<file path="src/rtl/serial_adder.sv">
// Bit-serial WIDTH-bit adder, LSB first, one bit per clock with a start/busy/done handshake.
// Optional signed-overflow output V is enabled by defining SERIAL_ADDER_OVF_EN.
module serial_adder #(
  parameter int WIDTH = 8
) (
  input  logic             clk,
  input  logic             rst,
  input  logic             start,
  input  logic [WIDTH-1:0] A,
  input  logic [WIDTH-1:0] B,
  input  logic             Cin,
  output logic [WIDTH-1:0] S,
  output logic             Cout,
  output logic             busy,
  output logic             done
`ifdef SERIAL_ADDER_OVF_EN
  ,
  output logic             V
`endif
);

  typedef enum logic [1:0] {IDLE, RUN, DONE} state_t;

  localparam int CW = (WIDTH > 1) ? $clog2(WIDTH) : 1;
  localparam logic [CW-1:0] LAST = CW'(WIDTH - 1);

  state_t           state_q, state_d;
  logic [WIDTH-1:0] a_q, a_d;
  logic [WIDTH-1:0] b_q, b_d;
  logic [WIDTH-1:0] part_q, part_d;
  logic [WIDTH-1:0] s_q, s_d;
  logic [CW-1:0]    cnt_q, cnt_d;
  logic             c_q, c_d;
  logic             cout_q, cout_d;
`ifdef SERIAL_ADDER_OVF_EN
  logic             v_q, v_d;
`endif

  // Full-adder slice: two half-adder cells plus an OR for the carry.
  logic ha0_s, ha0_c, ha1_c, sum_bit, carry_next;
  assign ha0_s      = a_q[0] ^ b_q[0];
  assign ha0_c      = a_q[0] & b_q[0];
  assign sum_bit    = ha0_s ^ c_q;
  assign ha1_c      = ha0_s & c_q;
  assign carry_next = ha0_c | ha1_c;

  // Sum bits enter at the MSB so the partial register is aligned after WIDTH shifts.
  logic [WIDTH-1:0] part_shift;
  generate
    if (WIDTH == 1) begin : g_part_w1
      assign part_shift = sum_bit;
    end else begin : g_part_wn
      assign part_shift = {sum_bit, part_q[WIDTH-1:1]};
    end
  endgenerate

  always_comb begin
    state_d = state_q;
    a_d     = a_q;
    b_d     = b_q;
    part_d  = part_q;
    s_d     = s_q;
    cnt_d   = cnt_q;
    c_d     = c_q;
    cout_d  = cout_q;
`ifdef SERIAL_ADDER_OVF_EN
    v_d     = v_q;
`endif
    case (state_q)
      IDLE, DONE: begin
        state_d = IDLE;
        if (start) begin
          a_d     = A;
          b_d     = B;
          c_d     = Cin;
          part_d  = '0;
          cnt_d   = '0;
          state_d = RUN;
        end
      end
      RUN: begin
        a_d    = a_q >> 1;
        b_d    = b_q >> 1;
        part_d = part_shift;
        c_d    = carry_next;
        cnt_d  = cnt_q + 1'b1;
        if (cnt_q == LAST) begin
          s_d     = part_shift;
          cout_d  = carry_next;
`ifdef SERIAL_ADDER_OVF_EN
          v_d     = c_q ^ carry_next;
`endif
          state_d = DONE;
        end
      end
      default: state_d = IDLE;
    endcase
  end

  always_ff @(posedge clk) begin
    if (rst) begin
      state_q <= IDLE;
      a_q     <= '0;
      b_q     <= '0;
      part_q  <= '0;
      s_q     <= '0;
      cnt_q   <= '0;
      c_q     <= 1'b0;
      cout_q  <= 1'b0;
`ifdef SERIAL_ADDER_OVF_EN
      v_q     <= 1'b0;
`endif
    end else begin
      state_q <= state_d;
      a_q     <= a_d;
      b_q     <= b_d;
      part_q  <= part_d;
      s_q     <= s_d;
      cnt_q   <= cnt_d;
      c_q     <= c_d;
      cout_q  <= cout_d;
`ifdef SERIAL_ADDER_OVF_EN
      v_q     <= v_d;
`endif
    end
  end

  assign S    = s_q;
  assign Cout = cout_q;
  assign busy = (state_q == RUN);
  assign done = (state_q == DONE);
`ifdef SERIAL_ADDER_OVF_EN
  assign V    = v_q;
`endif

endmodule

</file>
<file path="config.mk">
export PLATFORM = sky130hd
export DESIGN_NAME = serial_adder
export DESIGN_NICKNAME = d
export VERILOG_FILES = /design/src/rtl/serial_adder.sv
export SDC_FILE = /design/constraint.sdc
export NUM_CORES = 1
export LEC_CHECK = 0
export ABC_CLOCK_PERIOD_IN_PS = 2450
export BUFFER_PORTS_ARGS = -buffer_cell sky130_fd_sc_hd__buf_2
export CORE_ASPECT_RATIO = 1.5
export CORE_MARGIN = 2
export CORE_UTILIZATION = 47
export CTS_CLUSTER_SIZE = 8
export DETAILED_ROUTE_END_ITERATION = 8
export PLACE_DENSITY = 0.7
export SLEW_MARGIN = 5
export SYNTH_ARGS = -nofsm -noshare
export SYNTH_HDL_FRONTEND = slang
export SYNTH_SLANG_ARGS = --single-unit
</file>
<file path="constraint.sdc">
create_clock -name clk -period 2.45 [get_ports clk]
set_input_delay 0.49 -clock clk [delete_from_list [all_inputs] [get_ports clk]]
set_output_delay 0.49 -clock clk [all_outputs]
set_load 0.1 [all_outputs]
</file>
[Yosys cells after proc, flatten, opt, wreduce, memory -nomap -nowiden]
Index checks and enable logic that the tools add are counted.
Word-level totals
  flip-flop bits (word level): 39
  bits of input ports: 20
  word-level logic and storage cells: 37
  output and inout port bits: 11
Cells by class
  eq/ne operators: 5
  reductions and logical operators: 5
  add/subtract/negate cells: 1
  bitwise gates (word level): 5
  muxes and demuxes: 13
Operator list (number)
  8-bit one-hot mux with 2 select lines: 3
  8-bit 2-to-1 mux: 3
  3-bit one-hot mux with 2 select lines: 1
  2-bit one-hot mux with 2 select lines: 1
  2-bit AND reduction: 2
  3-bit by 1-bit adder with 3-bit output, second input constant: 1
  3-bit == test, second input constant: 1
  3-bit 2-to-1 mux: 1
  1-bit bitwise AND: 2
  2-bit by 1-bit == test with 1-bit output, second input constant: 1
  2-bit == test, second input constant: 1
  2-bit logical NOT: 1
  1-bit 2-to-1 mux: 2
  2-bit 2-to-1 mux: 1
  2-bit by 1-bit != test with 1-bit output, second input constant: 1
  2-bit != test, second input constant: 1
  1-bit one-hot mux with 2 select lines: 1
  2-bit nonzero test: 1
  2-bit OR reduction: 1
  1-bit bitwise XOR: 2
  1-bit OR: 1

[Longest topological paths before layout]
  word-level depth: 4
  mapped depth: 7
  gate-level depth less buffers: 5

[Worst setup path after synthesis]
OpenSTA, ideal clock, no wires.
  path kind: register -> output
  start: reg state_q[0]
  end: out done
  arrival time: 1.664 ns
  cell stages (with the launch flop): 2
  path slack: 0.296 ns
  cell sequence: dfxtp_1 nor2b_1
Between the ends
  word-level cells in the longest chain between the ends: 1
Ends and longest elaborated chain
  from (decl): RTL line 27  | state_t state_q, state_d;
  from (signal assigned): RTL line 114  | state_q <= state_d;
  2-bit == test: RTL line 131  | assign done = (state_q == DONE);
  to (decl): RTL line 15  | output logic done
No other way between the ends.

[Final worst setup path]
  start: reg state_q[0]
  end: out busy
Between the ends
  word-level cells in the longest chain between the ends: 1
Ends and longest elaborated chain
  2-bit by 1-bit == test with 1-bit output: RTL line 130  | assign busy = (state_q == RUN);
  to (decl): RTL line 14  | output logic busy,
No other way between the ends.

==> metrics <==
outcome=finished, final reports clean; # clock sinks=38; area share of the largest cell type after synthesis=47.17%; core box area=approximately 3400 um^2; Vias=between 1000 and 1500; Slew Limit Fails=0; die width=51.83 um; crit path time final=1.778 ns; Setup TNS=0 ns; CTS tree=yes; first-pass GRT wire length=5078 um; Skew-Pair Late Insertion Delay=between 0.2 and 0.3 ns; Clock power frac=a little over a third; Initial DRT Pass Iterations=4; Worst path max stage delay=0.40 ns; Setup-failing EPs final=0; # resized after CTS=0; worst path cell trace=nand2b_1, inv_2, buf_12; DR WL/cell=11.58 um; Root Driver=clkbuf_8; worst vdd ir=0.4839 mV; via/cell ratio=~5.2; Seq pwr share=a little over half; crit path kind=register to output port; Crit. End Element=output port; area leader, netlist=dfxtp_1; Routed WL=2965 um; Routed Antenna Nets=0; combinational fraction of design power=about an eighth; Ports=31; Startpoint Class=register; period utilisation layout=72.59%; initial detailed-routing violation count=20; clk buf depth=2; count of state elements after synthesis=38; Synth warnings=0; critical path peak fanout=20; top cells by area, synth=dfxtp_1 (47%), nand2_1 (12%), a21oi_1 (6.5%); Cells after Synth=190; Clock Skew=slightly below 0.006 ns; Crit path required time=about 2.0 ns; htree depth=2; synthesis-to-finish area growth=13.34%; Net Sw Power=between 0.3 and 0.4 mW; switching share of power=a little over a quarter; ratio of cells with drive above 1 in the final layout=~23%; GRT Total Usage=17.55%; residual DRC count=0; Internal Power=0.9343 mW; # rows=26; largest net degree at the start of global routing=44; distinct cell type count after synthesis=19; die height=between 70 and 80 um; top-count cell post-synth=nand2_1; fmax=about 560 MHz; Starting Density=a little under 50%; number of buffers added for setup after CTS=0; Worst path slowest cell=dfxtp_1; Worst-Margin Slew=0.7422 ns; Final GP Congestion=between 0.7 and 0.8; clk slew on worst S/H paths=0.07 ns; Slew HR=about half; hold-fix buffer count after cts=0; CP arrival=about 1.3 ns; Min-Delay Path Class=input port to register; Nets=about 240; RSZ-0062 raised after global routing=false; post-synthesis net count=213; DP HPWL=between 1500 and 2000 um; vias in the first global route=around 1200; # diodes=0; Async S/R FF share, synth=0%; Most used DFF post-synth=dfxtp_1; final hold vios=0; number of synthesized flops with an enable pin=0; syn_area_per_cell=around 8.5 um^2; I/O Buffers=30; die area=between 3000 and 4000 um^2; Num CTS Buffers=5; Remaining Overflow, GRT=0; Syn Std Cell Area=1613 um^2; sequential element share of the synthesized area=a little under half; initial antenna violation count=0; max_cap viols=0; most instantiated cells after synthesis=nand2_1 (50), dfxtp_1 (38), a21oi_1 (21), nand3_1 (21), nor2_1 (17); PwrDens=695.9 nW/um^2; leakage=0.7215 nW; Power Total=about 1.3 mW
-- per-stage QoR --
stage          cell area (um^2)  utilization, %  instances  setup WS (ns)  hold WS, ns
2_1_floorplan              1613               -        190         0.2958       0.4440
3_3_place_gp               1733           51.72        248         0.7690       0.4392
3_5_place_dp               1733           51.72        248         0.7484       0.4439
4_1_cts                    1828           54.56        256         0.6445       0.4270
5_1_grt                    1828           54.56        256         0.5564       0.4388
6_report                   1828           54.56        256         0.6716       0.4323
-- critical path: cells and delay by family, from the launching register on --
family	cells	cell delay, ns
simple gates	1	0.10
flops	1	0.40
buf+inv	2	0.49
-- metal layers --
layer / track usage (%) / wire length [um] / up-vias / share of wire, %
li1: - / - / 691 / -
met1: 19.01 / 1286 / 616 / 43
met2: 29.68 / 1475 / 25 / 50
met3: 5.490 / 122 / 6 / 4.1
met4: 10.53 / 80 / 0 / 2.7
met5: 0 / 0 / - / 0
-- cell type report --
class,instances,area [um^2]
multi-input combinational,134,728.2
sequential,38,760.7
clock buffer,6,82.58
fill,329,1523
clock inverter,2,12.51
inverter,1,3.754
timing repair buffer,33,187.7
tap,42,52.55
-- layout by cell type, fill, tap and decap left out, types with 2 or more instances in the layout --
cell type   n
a21oi_1    21
a311oi_1    8
a311oi_2    7
buf_2      29
buf_4       3
clkbuf_8    6
dfxtp_1    38
ha_1        2
nand2_1    50
nand2b_1    3
nand3_1    21
nor2_1     17
nor2b_1     2
-- flip-flops by register name, summed over array words and instances, names as in the netlist --
register / cells
state_q: 2
b_q: 8
Cout: 1
S: 8
a_q: 8
cnt_q: 3
c_q: 1
part_q: 7
-- power groups by stage --
stage,combinational (mW),sequential (mW),clock (mW)
global placement,0.156,0.682,0
global route,0.176,0.673,0.484
finish,0.157,0.668,0.448
detailed placement,0.159,0.682,0
CTS,0.158,0.668,0.460
floorplan,0.136,0.677,0
-- cells by family after synthesis --
family | Yosys count | share of synthesized area, %
buffers and inverters | 18 | 7.679
AND/OR/NAND/NOR | 94 | 24.52
adder cells (fa/ha/maj) | 3 | 2.793
AO/OA/AOI/OAI | 37 | 17.84
flip-flops | 38 | 47.17
-- path summary, 6_finish.rpt --
| path | start | end | slack, ns | depth (start not counted) |
|---|---|---|---|---|
| worst max-delay path | state_q[0]$_SDFFE_PP0P_ | busy | 0.67 | 3 |
| worst min-delay path | A[7] | a_q[7]$_SDFFE_PP0P_ | 0.43 | 3 |
| worst max register to register | cnt_q[0]$_SDFFE_PP0P_ | Cout$_SDFFE_PP0P_ | 0.77 | 5 |
| worst min register to register | S[7]$_SDFFE_PP0P_ | S[7]$_SDFFE_PP0P_ | 0.45 | 2 |
Note: power is estimated with default switching activity, not from simulation.
